<file path="config.mk">
export PLATFORM = sky130hd
export DESIGN_NAME = frame_buf_sched
export DESIGN_NICKNAME = d
export VERILOG_FILES = /design/src/rtl/frame_buf_sched.sv
export SDC_FILE = /design/constraint.sdc
export NUM_CORES = 1
export LEC_CHECK = 0
export ABC_CLOCK_PERIOD_IN_PS = 4200
export CORE_MARGIN = 1.5
export CORE_UTILIZATION = 49
export CTS_BUF_LIST = sky130_fd_sc_hd__clkbuf_2
export CTS_CLUSTER_SIZE = 20
export DETAILED_ROUTE_END_ITERATION = 10
export GPL_ROUTABILITY_DRIVEN = 0
export PLACE_DENSITY = 0.95
export SLEW_MARGIN = 25
export SYNTH_ARGS = -nofsm -noshare
export SYNTH_HDL_FRONTEND = slang
export SYNTH_SLANG_ARGS = --single-unit
</file>
<file path="constraint.sdc">
create_clock -name clk_i -period 4.2 [get_ports clk_i]
set_input_delay 0.63 -clock clk_i [delete_from_list [all_inputs] [get_ports clk_i]]
set_output_delay 0.63 -clock clk_i [all_outputs]
set_load 0.02 [all_outputs]
</file>
<file path="src/rtl/frame_buf_sched.sv">
// Triple-buffer bank scheduler for the SDRAM frame store.
// Hands the write and read ports tear-free bank addresses and load strobes.
module frame_buf_sched #(
    parameter int unsigned FRAME_WORDS = 384000,
    parameter int unsigned BANK_STRIDE = 524288,
    parameter int unsigned ADDR_W      = 24,
    parameter int unsigned CNT_W       = 16
) (
    input  logic              clk_i,
    input  logic              rst_ni,
    input  logic              enable_i,
    input  logic              wr_frame_end_i,
    input  logic              rd_frame_start_i,
    output logic [ADDR_W-1:0] wr_addr_o,
    output logic [ADDR_W-1:0] wr_max_addr_o,
    output logic              wr_load_o,
    output logic [ADDR_W-1:0] rd_addr_o,
    output logic [ADDR_W-1:0] rd_max_addr_o,
    output logic              rd_load_o,
    output logic              rd_valid_o,
    output logic [CNT_W-1:0]  frames_written_o,
    output logic [CNT_W-1:0]  frames_dropped_o,
    output logic [CNT_W-1:0]  frames_repeated_o
);

    typedef enum logic [1:0] {IDLE, START, RUN} state_e;

    localparam logic [ADDR_W-1:0] FW = ADDR_W'(FRAME_WORDS);
    localparam logic [ADDR_W-1:0] B1 = ADDR_W'(BANK_STRIDE);
    localparam logic [ADDR_W-1:0] B2 = ADDR_W'(2 * BANK_STRIDE);

    state_e             state_q, state_d;
    logic [1:0]         w_q, w_d, r_q, r_d, l_q, l_d;
    logic               fresh_q, fresh_d;
    logic               valid_q, valid_d;
    logic               wl_q, wl_d, rl_q, rl_d;
    logic [CNT_W-1:0]   wr_cnt_q, wr_cnt_d;
    logic [CNT_W-1:0]   dr_cnt_q, dr_cnt_d;
    logic [CNT_W-1:0]   rp_cnt_q, rp_cnt_d;
    logic [ADDR_W-1:0]  wa_q, wm_q, ra_q, rm_q;

    function automatic logic [ADDR_W-1:0] base_of(input logic [1:0] b);
        case (b)
            2'd1:    base_of = B1;
            2'd2:    base_of = B2;
            default: base_of = '0;
        endcase
    endfunction

    function automatic logic [CNT_W-1:0] sat_inc(input logic [CNT_W-1:0] c);
        sat_inc = (c == '1) ? c : c + 1'b1;
    endfunction

    always_comb begin
        state_d  = state_q;
        w_d      = w_q;
        r_d      = r_q;
        l_d      = l_q;
        fresh_d  = fresh_q;
        valid_d  = valid_q;
        wl_d     = 1'b0;
        rl_d     = 1'b0;
        wr_cnt_d = wr_cnt_q;
        dr_cnt_d = dr_cnt_q;
        rp_cnt_d = rp_cnt_q;
        unique case (state_q)
            IDLE: begin
                if (enable_i) begin
                    state_d = START;
                    wl_d    = 1'b1;
                    rl_d    = 1'b1;
                end
            end
            START: state_d = RUN;
            RUN: begin
                if (!enable_i) begin
                    state_d = IDLE;
                    w_d     = 2'd0;
                    r_d     = 2'd2;
                    l_d     = 2'd1;
                    fresh_d = 1'b0;
                    valid_d = 1'b0;
                end else begin
                    if (wr_frame_end_i) begin
                        l_d      = w_q;
                        w_d      = 2'd3 - w_q - r_q;
                        fresh_d  = 1'b1;
                        valid_d  = 1'b1;
                        wl_d     = 1'b1;
                        wr_cnt_d = sat_inc(wr_cnt_q);
                        if (fresh_q) dr_cnt_d = sat_inc(dr_cnt_q);
                    end
                    // A simultaneous reader takes the frame that just closed
                    if (rd_frame_start_i) begin
                        rl_d = 1'b1;
                        if (wr_frame_end_i) begin
                            r_d     = w_q;
                            fresh_d = 1'b0;
                        end else if (fresh_q) begin
                            r_d     = l_q;
                            fresh_d = 1'b0;
                        end else begin
                            rp_cnt_d = sat_inc(rp_cnt_q);
                        end
                    end
                end
            end
            default: state_d = IDLE;
        endcase
    end

    always_ff @(posedge clk_i) begin
        if (!rst_ni) begin
            state_q  <= IDLE;
            w_q      <= 2'd0;
            r_q      <= 2'd2;
            l_q      <= 2'd1;
            fresh_q  <= 1'b0;
            valid_q  <= 1'b0;
            wl_q     <= 1'b0;
            rl_q     <= 1'b0;
            wr_cnt_q <= '0;
            dr_cnt_q <= '0;
            rp_cnt_q <= '0;
            wa_q     <= '0;
            wm_q     <= FW;
            ra_q     <= B2;
            rm_q     <= B2 + FW;
        end else begin
            state_q  <= state_d;
            w_q      <= w_d;
            r_q      <= r_d;
            l_q      <= l_d;
            fresh_q  <= fresh_d;
            valid_q  <= valid_d;
            wl_q     <= wl_d;
            rl_q     <= rl_d;
            wr_cnt_q <= wr_cnt_d;
            dr_cnt_q <= dr_cnt_d;
            rp_cnt_q <= rp_cnt_d;
            wa_q     <= base_of(w_d);
            wm_q     <= base_of(w_d) + FW;
            ra_q     <= base_of(r_d);
            rm_q     <= base_of(r_d) + FW;
        end
    end

    assign wr_addr_o         = wa_q;
    assign wr_max_addr_o     = wm_q;
    assign wr_load_o         = wl_q;
    assign rd_addr_o         = ra_q;
    assign rd_max_addr_o     = rm_q;
    assign rd_load_o         = rl_q;
    assign rd_valid_o        = valid_q;
    assign frames_written_o  = wr_cnt_q;
    assign frames_dropped_o  = dr_cnt_q;
    assign frames_repeated_o = rp_cnt_q;

endmodule
</file>
==> metrics.md, run 1 <==
| Metric | Value |
|---|---|
| Status | finished clean |
| Crit path max-delay family | simple AND/OR/NAND/NOR gates |
| CTS H-tree lvls | 3 |
| Part of the power in registers | 0.526 |
| Final instance area | about 4400 µm² |
| Core area | 7727 µm² |
| Critical Path AT | 2.98 ns |
| Power per Cell Area | between 200 and 300 nW/µm² |
| Final Hold Fails | 0 |
| Fin Setup TNS | 0 ns |
| R2r setup slk | 1.97 ns |
| Setup Skew | 0.02739 ns |
| GRT overflow | 0 |
| Yosys reg bits | 64 |
| Fin. max-slew vios | 0 |
| Clock-pin transition on the worst setup and hold timing paths | around 0.19 ns |
| Comb power frac | 0.103 |
| CP peak stage delay | 0.74 ns |
| Final core occ | 0.5651 |
| Die height | ~90 µm |
| Pin slew with the least headroom to its limit | 0.8230 ns |
| Nets | 526 |
| Die Wd | 92.36 µm |
| Fmax | between 400 and 500 MHz |
| Final ANT Viol Nets | 0 |
| Max_cap viols | 0 |
| Die outline area | 8529 µm² |
| Insertion delay to the later sink of the worst-skew pair | 0.54 ns |
| Slew headroom | 0.4468 |
| Critical path buffer and inverter count | 1 |
| Seq/Total Area, Yosys | 0.3275 |
| Average cell area after synthesis | 8.360 µm² |
| Worst VDD drop | 151.1 µV |
| Initial Utilization | 0.5063 |
| Avg WL per Cell | 13.05 µm |
| P_int | 0.8288 mW |
| Hold path depth | 2 |
| Ys async rst share | 0 |
| Vias in the first global route | 2914 |
| Type of origin of the critical path | input port |
| GRT Overall Usage | 0.1871 |
| Worst-path maximum fanout | 20 |
| Largest net degree at the start of global routing | 39 |
| Vias per cell | 5.463 |
| Ys flop type | dfxtp_1 |
| Final Setup Violations | 0 |
| Global-route wire length before repair | 13120 µm |
| Cell taking the most area after synthesis | dfxtp_1 |
| Initial DRC Count | around 200 |
| Netlist Area Pre-Place | 3913 µm² |
| Clk sinks | 64 |
| ANT cells | 0 |
| Clock Tree Buf Depth | 2 |
| Site Rows | 32 |
| Hold buffer count at CTS | 0 |
| Vias | 3409 |
| Main area contributors after synthesis | dfxtp_1 (33%), buf_4 (18%), a21oi_1 (4.6%) |
| Mapped Cells | 468 |
| Layout cells sized above 1 | 0.05556 |
| Pre-antenna DRT Iters | 5 |
| Psw | 0.3467 mW |
| Post-CTS sizing | 0 |
| Worst-case reg-to-reg path depth | 5 |
| Clk network pwr share | 0.371 |
| Worst path depth | 5 |
| Post-synth EDFFs | 0 |
| CP required | 4.69 ns |
| Sw Ratio | 0.2949 |
| Min-delay worst type | register to register |
| P&R area growth vs syn | 11.61% |
| Most frequent cells in the layout | conb_1 (88), dfxtp_1 (64), clkdlybuf4s50_1 (63) |
| Initial antenna violation count | 0 |
| Number of placed I/O pins | about 150 |
| Tmin final | 2.487 ns |
| Count of cell types in the netlist | 54 |
| Setup crit end kind | register |
| Most common library cell in the layout ignoring fill and taps | conb_1 |
| Unrepaired setup endpoints after global routing | no |
| Post-Route WL | 8146 µm |
| P_leak | 1.551 nW |
| Hpwl dp | about 6000 µm |
| Clk root buf | clkbuf_2 |
| Synth top area share | 0.3275 |
| Number of buffers added on ports | between 60 and 70 |
| Critical path's slowest cell | clkdlybuf4s50_1 |
| Post-route DRC | 0 |
| CTS tree | built |
| Crit share post-route | 0.5922 |
| YS warnings | 0 |
| Post-CTS setup buffers | 0 |
| Cell chain of the critical path | clkdlybuf4s50_1 > and4b_1 > nand2_1 > or4_1 > a21oi_1 |
| TritonCTS buffer count | 9 |
| Type of the worst setup path | input port to register |
| Placed inst area | around 4200 µm² |
## worst reg2reg max path, cell delays in order (launching register included)
cell and delay (ns):
dfxtp_1 0.43, ha_1 0.37, nor3b_1 0.34, nand3_1 0.32
or4_1 0.56, a21oi_1 0.15
## cell families (layout without fill, tap and decap cells)
| family | count (synthesis) | count (layout) | share of synthesized area |
|---|---|---|---|
| XOR/XNOR | 1 | 1 | 0.002239 |
| AO/OA/AOI/OAI | 100 | 100 | 0.1637 |
| adder cells (fa/ha/maj) | 4 | 4 | 0.01279 |
| flip-flops | 64 | 64 | 0.3275 |
| other | 2 | 88 | 0.001919 |
| multiplexers | 15 | 15 | 0.03901 |
| AND/OR/NAND/NOR | 161 | 161 | 0.2430 |
| buffers and inverters | 121 | 89 | 0.2098 |
## worst paths after layout
| check | from | endpoint |
|---|---|---|
| worst max register to register | frames_repeated_o[0] | frames_repeated_o[12] |
| worst min register to register | l_q[0] | l_q[0] |
| worst min-delay path | l_q[0] | l_q[0] |
| worst max-delay path | wr_frame_end_i | frames_dropped_o[11] |
## cells in the mapped netlist (2+ instances only)
library cell  number
nor4_2             3
a311oi_1           4
or3_1              8
nand4_1           13
a21oi_1           36
clkbuf_1          12
mux2_2             2
and2_1             3
a31oi_1            6
and4_1             6
or4_1             15
buf_4             96
and3_1             3
nand2b_1          13
nor4_1             7
inv_1              8
o21ai_0           16
a211oi_1           8
nor3b_1            3
and4b_1            3
nor2_1            13
buf_2              5
nand3_1           14
dfxtp_1           64
conb_1             2
o211ai_1           2
mux2i_1           13
nand2_1           37
nor3_1             7
nor2b_1            3
ha_1               4
or2_0              2
nand4_2            2
o31ai_1           15
## power by group through the flow
stage          clock network [mW]  registers, mW  logic [mW]
2_1_floorplan                   0          0.632       0.165
3_3_place_gp                    0          0.630       0.117
3_5_place_dp                    0          0.631       0.119
4_1_cts                     0.436          0.618       0.119
5_1_grt                     0.460          0.620       0.131
6_report                    0.436          0.618       0.121
## area by class of cell
class | instances | area (µm²)
inverter | 8 | 30.03
clock inverter | 6 | 83.83
timing repair buffer | 65 | 645.6
multi-input combinational | 369 | 2148
sequential | 64 | 1281
fill | 697 | 3361
tap | 102 | 127.6
clock buffer | 10 | 50.05
## layer usage
metal  track usage  wire length, µm  vias up
met5             0                0        -
met4       0.08974              131        0
met3       0.03202              478       12
met2        0.3278             4047      140
met1        0.2199             3488     1621
li1              -                -     1636
## stage by stage
| stage | setup WS (ns) | power, mW | instances | hold WS (ns) |
|---|---|---|---|---|
| 6_report | 1.713 | 1.176 | 624 | 0.5101 |
| 5_1_grt | 1.435 | 1.211 | 624 | 0.5410 |
| 4_1_cts | 1.732 | 1.173 | 624 | 0.5077 |
| 3_5_place_dp | 1.173 | 0.7499 | 608 | 0.4667 |
| 3_3_place_gp | 1.277 | 0.7478 | 608 | 0.4630 |
| 2_1_floorplan | 2.221 | 0.7965 | 554 | 0.4460 |
## registers in the layout (all words and copies together), names as in the netlist
register,flops
wr_max_addr_o,2
r_q,2
rd_load_o,1
rd_valid_o,1
frames_repeated_o,16
l_q,2
wr_load_o,1
w_q,2
frames_written_o,16
rd_max_addr_o,2
frames_dropped_o,16
fresh_q,1
state_q,2
(Power assumes the default switching activity.)
==> run 2, diff against run 1 <==
- ABC_CLOCK_PERIOD_IN_PS: 4200 -> 2550
- CORE_UTILIZATION: 49 -> 46
- PLACE_DENSITY: 0.95 -> 0.93
- clock period: 4.2 -> 2.55 ns (I/O delays scaled with it)
==> run 2 against run 1 <==
  * Setup slack got worse by 1.4 ns
  * Global-route usage rose by 0.36 points
  * Power rose by 53%
  * Count of clock-buffer cells in the layout rose by 1
  * Critical path depth did not move
  * Clock power rose by 33%
  * Wire length rose by 2.7%
  * Clock skew fell by 0.0026 ns
  * Sequential power rose by 65%
  * Critical endpoint is now frames_repeated_o[12]
  * Highest routed layer unchanged
==> metrics.md, run 2 (synthesis gave the netlist of run 1 again) <==
| Metric | Value |
|---|---|
| Status | finished clean |
| Final Setup Violations | 0 (unchanged) |
| Core area | 8217 µm² (+6.3%) |
| Clk sinks | 64 (unchanged) |
| Clock-pin transition on the worst setup and hold timing paths | 0.15 ns (-0.04 ns) |
| Avg WL per Cell | 13.17 µm (+0.87%) |
| Worst-path maximum fanout | 10 (-50%) |
| Placed cells | 619 (+1.8%) |
| Hold Path Sink | l_q[1] |
| Met2 usage | 0.3268 (-0.0009865) |
| GRT overflow | 0 (unchanged) |
| ANT cells | 0 (unchanged) |
| Grt met3 use | 0.05502 (+0.02300) |
| Type of the worst setup path | register to register |
| Final instance area | 4384 µm² (+0.40%) |
| Pre-antenna DRT Iters | 4 (-1) |
| Hold Path Origin | l_q[1] |
| Worst VDD drop | 299.9 µV (+99%) |
| Site Rows | 33 (+3.1%) |
| Final Hold Fails | 0 (unchanged) |
| Finished Layout Cells | 635 (+1.8%) |
| Post-CTS sizing | 0 (unchanged) |
| Worst-case reg-to-reg path depth | 5 (unchanged) |
| Fmax | 454.9 MHz |
| Post-Route WL | 8362 µm (+2.7%) |
| Insertion delay to the later sink of the worst-skew pair | 0.51 ns (-0.03 ns) |
| Initial DRC Count | 171 (-13%) |
| Final setup margin | 0.3519 ns (-1.361 ns) |
| Clk network pwr share | 0.321 (-0.050) |
| Vias in the first global route | 2995 (+2.8%) |
| Post-route DRC | 0 (unchanged) |
| Type of origin of the critical path | register |
| Fin Setup TNS | 0 ns (unchanged) |
| Largest net degree at the start of global routing | 26 (-33%) |
| Number of placed I/O pins | 152 (unchanged) |
| P_leak | 1.569 nW (+1.2%) |
| Die outline area | 9068 µm² (+6.3%) |
| Die height | 95.23 µm (+3.1%) |
| Most frequent cells in the layout | conb_1 (88), dfxtp_1 (64), clkdlybuf4s50_1 (63) |
| P_int | 1.272 mW (+53%) |
| Post-CTS setup buffers | 0 (unchanged) |
| Tmin final | 2.198 ns |
| Sw Ratio | 0.2945 (-0.0004609) |
| Layout cells sized above 1 | 0.06604 (+0.01048) |
| Pin slew with the least headroom to its limit | 0.8027 ns (-0.02024 ns) |
| Min-delay worst type | register to register |
| Clk root buf | clkbuf_2 |
| Setup Skew | 0.02482 ns (-0.002565 ns) |
| Max_cap viols | 0 (unchanged) |
| Hold buffer count at CTS | 0 (unchanged) |
| Hpwl dp | 6231 µm (+6.0%) |
| R2r setup slk | 0.35 ns (-1.62 ns) |
| Number of buffers added on ports | 63 (unchanged) |
| Die Wd | 95.23 µm (+3.1%) |
| GRT Overall Usage | 0.1906 (+0.003568) |
| Nets | 534 (+1.5%) |
| Crit share post-route | 0.8620 |
| Unrepaired setup endpoints after global routing | no |
| GR Util met1 | 0.2199 (about the same) |
| Power per Cell Area | 411.1 nW/µm² (+53%) |
| Fin. max-slew vios | 0 (unchanged) |
| Part of the power in registers | 0.565 (+0.039) |
| Hold WS | 0.4907 ns (-0.01940 ns) |
| Final ANT Viol Nets | 0 (unchanged) |
| Vias per cell | 5.334 (-2.4%) |
| Reg2reg end | frames_repeated_o[12] |
| Psw | 0.5307 mW (+53%) |
| CP required | 2.99 ns (-1.70 ns) |
| Hold path depth | 2 (unchanged) |
| R2r startpoint | frames_repeated_o[0] |
| Setup crit end kind | register |
| Initial Utilization | 0.4762 (-0.03015) |
| CTS tree | built |
| Initial antenna violation count | 0 (unchanged) |
| Placed inst area | 4282 µm² (+1.2%) |
| CTS H-tree lvls | 3 (unchanged) |
| Global-route wire length before repair | 13700 µm (+4.5%) |
| Gr busiest metal | met2 |
| Slew headroom | 0.4604 (+0.01360) |
| Most common library cell in the layout ignoring fill and taps | conb_1 |
| Vias | 3387 (-0.65%) |
| Critical Path AT | 2.63 ns (-0.35 ns) |
| Comb power frac | 0.114 (+0.011) |
| P&R area growth vs syn | 12.06% |
| Dpl ws | 0.1668 ns (-1.006 ns) |
| TritonCTS buffer count | 9 (unchanged) |
| Clock Tree Buf Depth | 2 (unchanged) |
-- run 2: cell types whose count changed in the layout (fill, tap and decap cells not counted) --
cell,delta
buf_4,+8
bufinv_16,-1
clkbuf_2,+1
clkinv_1,+1
clkinv_2,+1
clkinvlp_4,-2
nor4_1,+1
nor4_4,-1
-- run 2: power groups by stage --
| stage | Sequential [mW] | Combinational, mW | Clock, mW |
|---|---|---|---|
| CTS | 1.02 | 0.203 | 0.597 |
| global route | 1.02 | 0.225 | 0.641 |
| finish | 1.02 | 0.206 | 0.579 |
| global placement | 1.04 | 0.199 | 0 |
| floorplan | 1.04 | 0.272 | 0 |
| detailed placement | 1.04 | 0.202 | 0 |
-- run 2: per-stage QoR --
step	total power, mW	util
2_1_floorplan	1.312	-
3_3_place_gp	1.237	0.5211
3_5_place_dp	1.241	0.5211
4_1_cts	1.818	0.5336
5_1_grt	1.886	0.5336
6_report	1.802	0.5336
-- run 2: critical path: stages, from the launching register on --
cell and delay, ns:
dfxtp_1 0.41, ha_1 0.36, nor3b_1 0.37, nand3_1 0.31, or4_1 0.54, a21oi_1 0.15
-- run 2: layer usage --
layer  vias to the layer above  routed length, µm
met4                         0                191
li1                       1651                  -
met5                         -                  0
met1                      1574               3461
met3                        20                539
met2                       142               4169
-- run 2: worst max path at each step --
stage                     cells after the start            startpoint                    end  slack [ns]
after global routing                          5  frames_repeated_o[0]  frames_repeated_o[12]        0.17
after global placement                        5        wr_frame_end_i    frames_dropped_o[9]        0.25
after detailed placement                      5        wr_frame_end_i    frames_dropped_o[5]        0.17
after CTS                                     5  frames_repeated_o[0]  frames_repeated_o[12]        0.39
final                                         5  frames_repeated_o[0]  frames_repeated_o[12]        0.35
after floorplan                               6  frames_repeated_o[0]  frames_repeated_o[12]        0.59
-- run 2: layout make-up --
| class | instances | area [µm²] |
|---|---|---|
| Clock buffer | 11 | 55.05 |
| Clock inverter | 5 | 47.55 |
| Fill cell | 764 | 3832 |
| Inverter | 8 | 30.03 |
| Multi-Input combinational cell | 369 | 2133 |
| Sequential cell | 64 | 1281 |
| Tap cell | 105 | 131.4 |
| Timing Repair Buffer | 73 | 705.7 |
